--- src/rtl/lcd_pattern_source.sv ---
// lcd_pattern_source: test-pattern pixel source feeding the LCD data controller.
// Produces 24-bit RGB for the coordinate currently presented by the controller,
// one Clock after the coordinate changes. Pattern selection, frame counter and
// bouncing-box motion update together on the last pixel of each frame.
//
// Ports:
//   Clock, Reset        50 MHz clock, synchronous active-high reset
//   iClock_en           25 MHz pixel enable (alternate cycles)
//   iCoord_X/Y          active-area coordinates from the controller
//   iH_Count/iV_Count   raw counts, used only to detect the frame boundary
//   iMode               requested pattern (0 bars, 1 box, 2 checker, 3 gradient)
//   iSpeed              box step in pixels per frame
//   oRed/oGreen/oBlue   pixel colour
//   oMode               pattern currently displayed
//   oFrame_count        completed-frame counter
module lcd_pattern_source #(
  parameter int unsigned H_LINE    = 1056,
  parameter int unsigned V_LINE    = 525,
  parameter int unsigned H_ACTIVE  = 800,
  parameter int unsigned V_ACTIVE  = 480,
  parameter int unsigned BOX_SIZE  = 64,
  parameter int unsigned BAR_WIDTH = 100
) (
  input  logic        Clock,
  input  logic        Reset,
  input  logic        iClock_en,
  input  logic [9:0]  iCoord_X,
  input  logic [9:0]  iCoord_Y,
  input  logic [10:0] iH_Count,
  input  logic [9:0]  iV_Count,
  input  logic [1:0]  iMode,
  input  logic [3:0]  iSpeed,
  output logic [7:0]  oRed,
  output logic [7:0]  oGreen,
  output logic [7:0]  oBlue,
  output logic [1:0]  oMode,
  output logic [15:0] oFrame_count
);

  localparam int unsigned X_LIM = H_ACTIVE - BOX_SIZE;
  localparam int unsigned Y_LIM = V_ACTIVE - BOX_SIZE;

  typedef enum logic [1:0] {
    S_BARS  = 2'd0,
    S_BOX   = 2'd1,
    S_CHECK = 2'd2,
    S_GRAD  = 2'd3
  } state_e;

  state_e      state_q, state_d;
  logic [15:0] frame_q, frame_d;
  logic [9:0]  box_x_q, box_x_d;
  logic [9:0]  box_y_q, box_y_d;
  logic        dir_x_q, dir_x_d;   // 1 = moving right
  logic        dir_y_q, dir_y_d;   // 1 = moving down
  logic [23:0] rgb_q, rgb_d;

  logic        frame_end_c;
  logic [10:0] step_x_c, step_y_c;
  logic [2:0]  bar_idx_c;
  logic        active_c, in_box_c, check_c;
  logic [23:0] pixel_c;

  // One axis of box motion; returns {new_forward_dir, new_position}.
  // The 11-bit sum keeps the limit compare free of wrap-around.
  function automatic logic [10:0] step_axis(input logic [9:0] pos, input logic fwd,
                                            input logic [3:0] spd, input logic [9:0] lim);
    logic [10:0] sum;
    sum = {1'b0, pos} + {7'd0, spd};
    if (fwd) begin
      if (sum >= {1'b0, lim}) step_axis = {1'b0, lim};
      else                    step_axis = {1'b1, sum[9:0]};
    end else begin
      if (pos <= {6'd0, spd}) step_axis = {1'b1, 10'd0};
      else                    step_axis = {1'b0, pos - {6'd0, spd}};
    end
  endfunction

  assign frame_end_c = iClock_en && (iH_Count == 11'(H_LINE - 1)) &&
                       (iV_Count == 10'(V_LINE - 1));

  // State register
  always_ff @(posedge Clock) begin
    if (Reset) state_q <= S_BARS;
    else       state_q <= state_d;
  end

  // Next state: requested mode is taken only at the frame boundary
  always_comb begin
    state_d = state_q;
    if (frame_end_c) state_d = state_e'(iMode);
  end

  // Output decode
  always_comb begin
    oMode = state_q;
  end

  // Frame counter and box motion
  always_comb begin
    step_x_c = step_axis(box_x_q, dir_x_q, iSpeed, 10'(X_LIM));
    step_y_c = step_axis(box_y_q, dir_y_q, iSpeed, 10'(Y_LIM));
    frame_d  = frame_q;
    box_x_d  = box_x_q;
    box_y_d  = box_y_q;
    dir_x_d  = dir_x_q;
    dir_y_d  = dir_y_q;
    if (frame_end_c) begin
      frame_d = frame_q + 16'd1;
      box_x_d = step_x_c[9:0];
      dir_x_d = step_x_c[10];
      box_y_d = step_y_c[9:0];
      dir_y_d = step_y_c[10];
    end
  end

  // Pattern generation for the coordinate currently presented
  always_comb begin
    bar_idx_c = 3'd7;
    // Descending scan: the smallest bar whose upper bound exceeds X wins
    for (int k = 6; k >= 0; k--) begin
      if (iCoord_X < 10'((k + 1) * BAR_WIDTH)) bar_idx_c = 3'(k);
    end
    active_c = (iCoord_X < 10'(H_ACTIVE)) && (iCoord_Y < 10'(V_ACTIVE));
    in_box_c = (iCoord_X >= box_x_q) &&
               ({1'b0, iCoord_X} < ({1'b0, box_x_q} + 11'(BOX_SIZE))) &&
               (iCoord_Y >= box_y_q) &&
               ({1'b0, iCoord_Y} < ({1'b0, box_y_q} + 11'(BOX_SIZE)));
    check_c  = iCoord_X[5] ^ iCoord_Y[5] ^ frame_q[5];
    pixel_c  = 24'h000000;
    if (active_c) begin
      unique case (state_q)
        S_BARS: begin
          unique case (bar_idx_c)
            3'd0: pixel_c = 24'hFFFFFF;
            3'd1: pixel_c = 24'hFFFF00;
            3'd2: pixel_c = 24'h00FFFF;
            3'd3: pixel_c = 24'h00FF00;
            3'd4: pixel_c = 24'hFF00FF;
            3'd5: pixel_c = 24'hFF0000;
            3'd6: pixel_c = 24'h0000FF;
            3'd7: pixel_c = 24'h000000;
          endcase
        end
        S_BOX:   pixel_c = in_box_c ? 24'hFF0000 : 24'h000040;
        S_CHECK: pixel_c = check_c ? 24'hFFFFFF : 24'h000000;
        S_GRAD:  pixel_c = {iCoord_X[9:2], iCoord_Y[8:1], frame_q[7:0]};
      endcase
    end
    // Load on the off-phase so the value is stable when the controller samples
    rgb_d = iClock_en ? rgb_q : pixel_c;
  end

  // Datapath registers
  always_ff @(posedge Clock) begin
    if (Reset) begin
      frame_q <= '0;
      box_x_q <= '0;
      box_y_q <= '0;
      dir_x_q <= 1'b1;
      dir_y_q <= 1'b1;
      rgb_q   <= '0;
    end else begin
      frame_q <= frame_d;
      box_x_q <= box_x_d;
      box_y_q <= box_y_d;
      dir_x_q <= dir_x_d;
      dir_y_q <= dir_y_d;
      rgb_q   <= rgb_d;
    end
  end

  assign oRed         = rgb_q[23:16];
  assign oGreen       = rgb_q[15:8];
  assign oBlue        = rgb_q[7:0];
  assign oFrame_count = frame_q;

endmodule
--- config.mk ---
export PLATFORM = sky130hd
export DESIGN_NAME = lcd_pattern_source
export DESIGN_NICKNAME = d
export VERILOG_FILES = /design/src/rtl/lcd_pattern_source.sv
export SDC_FILE = /design/constraint.sdc
export NUM_CORES = 1
export LEC_CHECK = 0
export ABC_CLOCK_PERIOD_IN_PS = 3500
export CORE_ASPECT_RATIO = 1.75
export CORE_MARGIN = 4
export CORE_UTILIZATION = 30
export DETAILED_ROUTE_END_ITERATION = 10
export SETUP_SLACK_MARGIN = 0.05
export SYNTH_ARGS = -nofsm -noshare
export SYNTH_HDL_FRONTEND = slang
export SYNTH_SLANG_ARGS = --single-unit
--- constraint.sdc ---
create_clock -name Clock -period 3.5 [get_ports Clock]
set_clock_uncertainty 0.15 [all_clocks]
set_input_delay 0.7 -clock Clock [delete_from_list [all_inputs] [get_ports Clock]]
set_output_delay 0.7 -clock Clock [all_outputs]
set_load 0.02 [all_outputs]
## After elaboration in Yosys (flattened, before gate mapping)

Memories as Yosys holds them, arrays and structs flattened.
Index checks and enable logic that the tools add are counted.

| storage, ports and cells | value |
|---|---|
| output and inout port bits | 42 |
| word-level logic and storage cells | 63 |
| memories | 1 |
| flip-flop bits (word level) | 64 |
| input port bits | 50 |
| bits in read-only memories | 192 |

Memories:

| memory | depth | bits a word | read ports | clocked after memory_dff | wr ports | RTL line | RTL |
|---|---|---|---|---|---|---|---|
| (no name shown) | 8 | 24 | 1 | 0 | 0 | 134 | `unique case (bar_idx_c)` |

| cells by class | value |
|---|---|
| add/subtract/negate cells | 7 |
| magnitude comparators | 17 |
| multiplexer cells | 17 |
| reduce and logical (&&, ||, !) cells | 7 |
| equality and inequality tests | 5 |
| bitwise operators | 2 |

Operator list:

| cell | count |
|---|---|
| $pmux W24 S4 | 1 |
| $mux W24 | 3 |
| $mux W11 | 6 |
| $lt A10 B9 Y1 const B | 4 |
| $lt A10 B10 Y1 const B | 3 |
| $add A10 B4 Y11 | 2 |
| $add A10 B7 Y11 const B | 2 |
| $lt A10 B11 Y1 | 2 |
| $ge A10 B10 Y1 | 2 |
| $le A10 B4 Y1 | 2 |
| $sub A10 B4 Y10 | 2 |
| $mux W3 | 6 |
| $add A16 B1 Y16 const B | 1 |
| $eq A11 B11 Y1 const B | 1 |
| $ge A11 B10 Y1 const B | 1 |
| $ge A11 B9 Y1 const B | 1 |
| $eq A10 B10 Y1 const B | 1 |
| $lt A10 B7 Y1 const B | 1 |
| $lt A10 B8 Y1 const B | 1 |
| $logic_and A1 B1 Y1 | 6 |
| $eq A2 B2 Y1 const B | 2 |
| $eq A2 B1 Y1 const B | 1 |
| $logic_not A2 Y1 | 1 |
| $xor A1 B1 Y1 | 2 |
| $mux W1 | 1 |

## Logic depth before layout (Yosys ltp)

Gate-level depths: netlist of run 1.
An unclocked memory read counts as a cell.

| depth | value |
|---|---|
| depth after elaboration | 11 |
| mapped depth | 12 |

## Worst setup path before layout of run 1

Ideal clock, no wire load.

| path | value |
|---|---|
| path kind | input -> register |
| start point | input iSpeed[2] |
| end point | register box_y_q[4] |
| path slack | 297 ps |
| stages on the path | 9 |
| arrival time | 2,950 ps |
| cells stage by stage | inv_1 -> ha_1 -> or3b_4 -> a31oi_4 -> o211ai_2 -> mux2_4 -> a211oi_4 -> a221oi_1 -> a2111oi_2 |

| on the way | value |
|---|---|
| longest elaborated chain between the ends | 4 |

RTL lines:

| element | RTL line | RTL |
|---|---|---|
| from (decl) | 32 | `input logic [3:0] iSpeed,` |
| $add A10 B4 Y11 | 69 | `sum = {1'b0, pos} + {7'd0, spd};` |
| $ge A11 B9 Y1 | 71 | `if (sum >= {1'b0, lim}) step_axis = {1'b0, lim};` |
| $mux W11 | 71 |  |
| $mux W11 * | 70 | `if (fwd) begin` |
| to (signal assigned) | 166 | `box_y_q <= box_y_d;` |
| to (decl) | 53 | `logic [9:0] box_y_q, box_y_d;` |

Every way passes the cells marked *; elsewhere a longest branch is shown, timed or not.
A chain may end at the register's enable or synchronous reset.

## Worst setup path in the final report of run 1

| path | value |
|---|---|
| start point | input iSpeed[2] |
| end point | register box_y_q[3] |

The elaborated chain is that of the path after synthesis.

==> results of run 1 <==
-- registers in the layout (all words and copies together), names as in the netlist --
name / cells
oMode: 2
box_x_q: 10
oFrame_count: 16
rgb_q: 24
dir_x_q: 1
dir_y_q: 1
box_y_q: 10
-- routing by layer --
metal | global-route usage (%) | vias to the layer above | routed length, um
met3 | 2.23 | 41 | 620
met5 | 0 | - | 0
met2 | 33.8 | 142 | 9230
met1 | 18.1 | 2529 | 6360
met4 | 8.35 | 0 | 690
li1 | - | 2617 | -
-- worst paths after layout --
check	cells past startpoint	from	to
setup / recovery	11	iSpeed[2]	box_y_q[3]
hold reg to reg	2	rgb_q[17]	rgb_q[17]
setup reg to reg	12	box_y_q[6]	rgb_q[20]
hold / removal	2	rgb_q[17]	rgb_q[17]
-- worst min-delay path, delay by kind of cell (launching register included) --
kind | cells | cell delay, ns
flip-flops | 1 | 0.32
AO/OA/AOI/OAI | 1 | 0.07
AND/OR/NAND/NOR | 1 | 0.06
-- Yosys cell counts, types with 4 or more instances --
library cell / number / area, um2
a211o_1: 4 / 35.0
a211oi_1: 8 / 60.1
a21o_1: 33 / 248
a21oi_1: 41 / 205
a221oi_1: 22 / 193
a22oi_1: 16 / 120
a31oi_1: 7 / 43.8
and2_1: 5 / 31.3
and3_1: 8 / 50.1
clkbuf_1: 36 / 135
dfxtp_1: 64 / 1280
fa_1: 4 / 80.1
ha_1: 49 / 613
inv_1: 38 / 143
nand2_1: 44 / 165
nand2b_1: 5 / 31.3
nand3_1: 13 / 65.1
nand4_1: 9 / 56.3
nor2_1: 57 / 214
nor2b_1: 6 / 37.5
nor3_1: 12 / 60.1
nor4_1: 7 / 43.8
o211ai_1: 5 / 37.5
o21a_1: 5 / 37.5
o21ai_0: 14 / 70.1
o21ai_1: 13 / 65.1
o21bai_1: 4 / 30.0
or3_1: 9 / 56.3
xnor2_1: 15 / 131
xor2_1: 7 / 61.3
-- stage by stage --
stage | instance area [um2] | hold WS [ns] | power, W
global placement | 6660 | 0.343 | 0.00108
detailed placement | 6660 | 0.356 | 0.00108
global route | 6980 | 0.384 | 0.00205
floorplan | 5050 | 0.315 | 0.000922
CTS | 6960 | 0.367 | 0.00200
finish | 6980 | 0.363 | 0.00198
-- logic make-up (layout without fill, tap and decap cells) --
kind of cell,Yosys count,in the layout
mux,5,5
fa+ha+maj,53,53
simple gates,193,193
compound gates,214,214
buf+inv,78,221
xor+xnor,22,22
flops,64,64
-- power by group --
group          internal [W]  total [W]  switching, W  leakage (nW)
Sequential         0.000742   0.000756     0.0000139         0.518
Clock              0.000554   0.000913      0.000359         0.135
Combinational      0.000159   0.000311      0.000152          2.11
Total               0.00146    0.00198      0.000525          2.76
-- cells in the final DEF, fill, tap and decap left out, drive strengths merged, types with 7 or more instances in the layout --
cell type,instances
ha,49
a22oi,16
clkbuf,10
xnor2,15
nand3,13
dfxtp,64
clkdlybuf4s50,90
xor2,7
nand4,9
nor3,13
nor2,57
and3,8
inv,40
a31oi,8
nor4,8
buf,75
or3,9
a21oi,41
a21o,33
o21ai,27
a211oi,9
a221oi,22
nand2,44
-- area by class of cell --
| type | instances | area (um2) |
|---|---|---|
| repair buffers | 165 | 1480 |
| well taps | 224 | 280 |
| clock inverters | 6 | 70.1 |
| multi-input cells | 487 | 3490 |
| fillers | 1695 | 9460 |
| clock buffers | 10 | 229 |
| flip-flops and latches | 64 | 1280 |
| inverters | 40 | 150 |
-- timing repair --
action | 4_1_cts | 5_1_grt
setup endpoints to repair | 0 | 6
buffers inserted | 0 | 1
resized for setup | 0 | 4
==> impl_metrics.yaml, run 1 <==
worst_setup_path:
  start_kind: "input port"
  path_cells: "clkdlybuf4s50_1 -> inv_1 -> ha_1 -> or3b_4 -> a31oi_4 -> o211ai_2 -> mux2_4 -> a211oi_4 -> buf_6 -> o21ai_1 -> a221oi_1"
  criticalPathCategory: "input port to flip-flop"
  cp.buffers_inverters: 3
  required_ns: 3.59
  cpPeakStageDelay_ns: 0.48
  rrSetupSlack_ns: 0.51
  crit_path_end_kind: "flip-flop"
  arrival_ns: 3.41
  slowest_stage: "clkdlybuf4s50_1"
  cp_top_family: "compound AO/OA/AOI/OAI gates"
  cp_max_fo: 5
yosys:
  avgSynthCellArea_um2: 8.03
  muxShareOfSynthArea_pct: 1.11
  synth.distinct_cells: 76
  syn_nets: 732
  synth_top_family_by_area: "compound AO/OA/AOI/OAI gates"
  synth-main-ff-cell: "dfxtp_1"
  synth_area_um2: 5050
  synth_cells: 629
  synthSimpleGateAreaFrac_pct: 19.1
  ys_ff_latch: 64
  synth_compound_area_share_pct: 31.0
  synth_fa_ha_area_share_pct: 13.7
  ys_async_sr_fraction_pct: 0
  synth-xor-area-share_pct: 3.81
  synth_edf_count: 0
  yosysSeqAreaShare_pct: 25.4
  synth.yosys.warnings: 0
placement:
  place_congestion: 0.910
  dp_hpwl_mm: 13.3
  numPortBuffers: 91
  dp_slack_ns: -0.215
  dpl.cell_count: 979
clocking:
  cts_tree: "built"
  cts_buffers: 9
  clockBufferDepth: 2
  h-tree-depth: 3
  cts-root-buf: "clkbuf_16"
  cts_sinks: 64
  clkTransAtPathRegs_ns: 0.06
  clk_latency_ns: 0.34
  cts_hold_buf: 0
sta:
  worst_slack_ns: 0.176
  hold_violations: 0
  setup_viol: 0
  worstMarginPinSlew_ns: 0.825
  tns_ns: 0
  min_period_over_period_pct: 95.0
  grt_setup_unrepaired: "no"
  slew_headroom_pct: 45.0
  drv_slew: 0
  max_freq_ghz: 0.301
  finalCriticalPeriod_ns: 3.32
drt:
  via_per_inst: 5.35
  routed_wl_mm: 16.9
  wl_per_cell_um: 17.0
  num_vias: 5329
  drc_errors: 0
  ant_nets: 0
  drt_iter0_drc: 242
  firstDrtPassIters: 5
finish:
  num_antenna_cells: 0
  utilization_pct: 42.5
  fin_cells: 996
  fin_nets: 870
  syn_to_final_growth_pct: 38.2
  final_layout_size_suffix_gt1_share_pct: 13.6
global_route:
  grt_antenna_before_repair: 0
  grt_max_degree: 36
  grt_pass1_wl_mm: 26.9
  grt.total_usage_pct: 17.5
  overflow: 0
  grt_pass1_vias: 5204
floorplan:
  std_cell_rows: 62
  initial_core_util_pct: 30.7
  die_y_um: 180
  die_area_um2: 19100
  core_area_um2: 16400
  die_w_um: 106
  ios: 92
power:
  leakagePower_nw: 2.76
  power_density_nw_per_um2: 284
  peakVddDrop_mv: 0.179
status:
  status: "complete, no violations"
job:
  drv_cap: 0
hold_path:
  hold_class: "flip-flop to flip-flop"
Power figures use the tool's default switching activity.
==> run 2: changes to the inputs <==
Settings changed: ABC_CLOCK_PERIOD_IN_PS 3500 to not set.
==> results of run 2 <==
Final layout, timing and power as in run 1 (identical DEF).
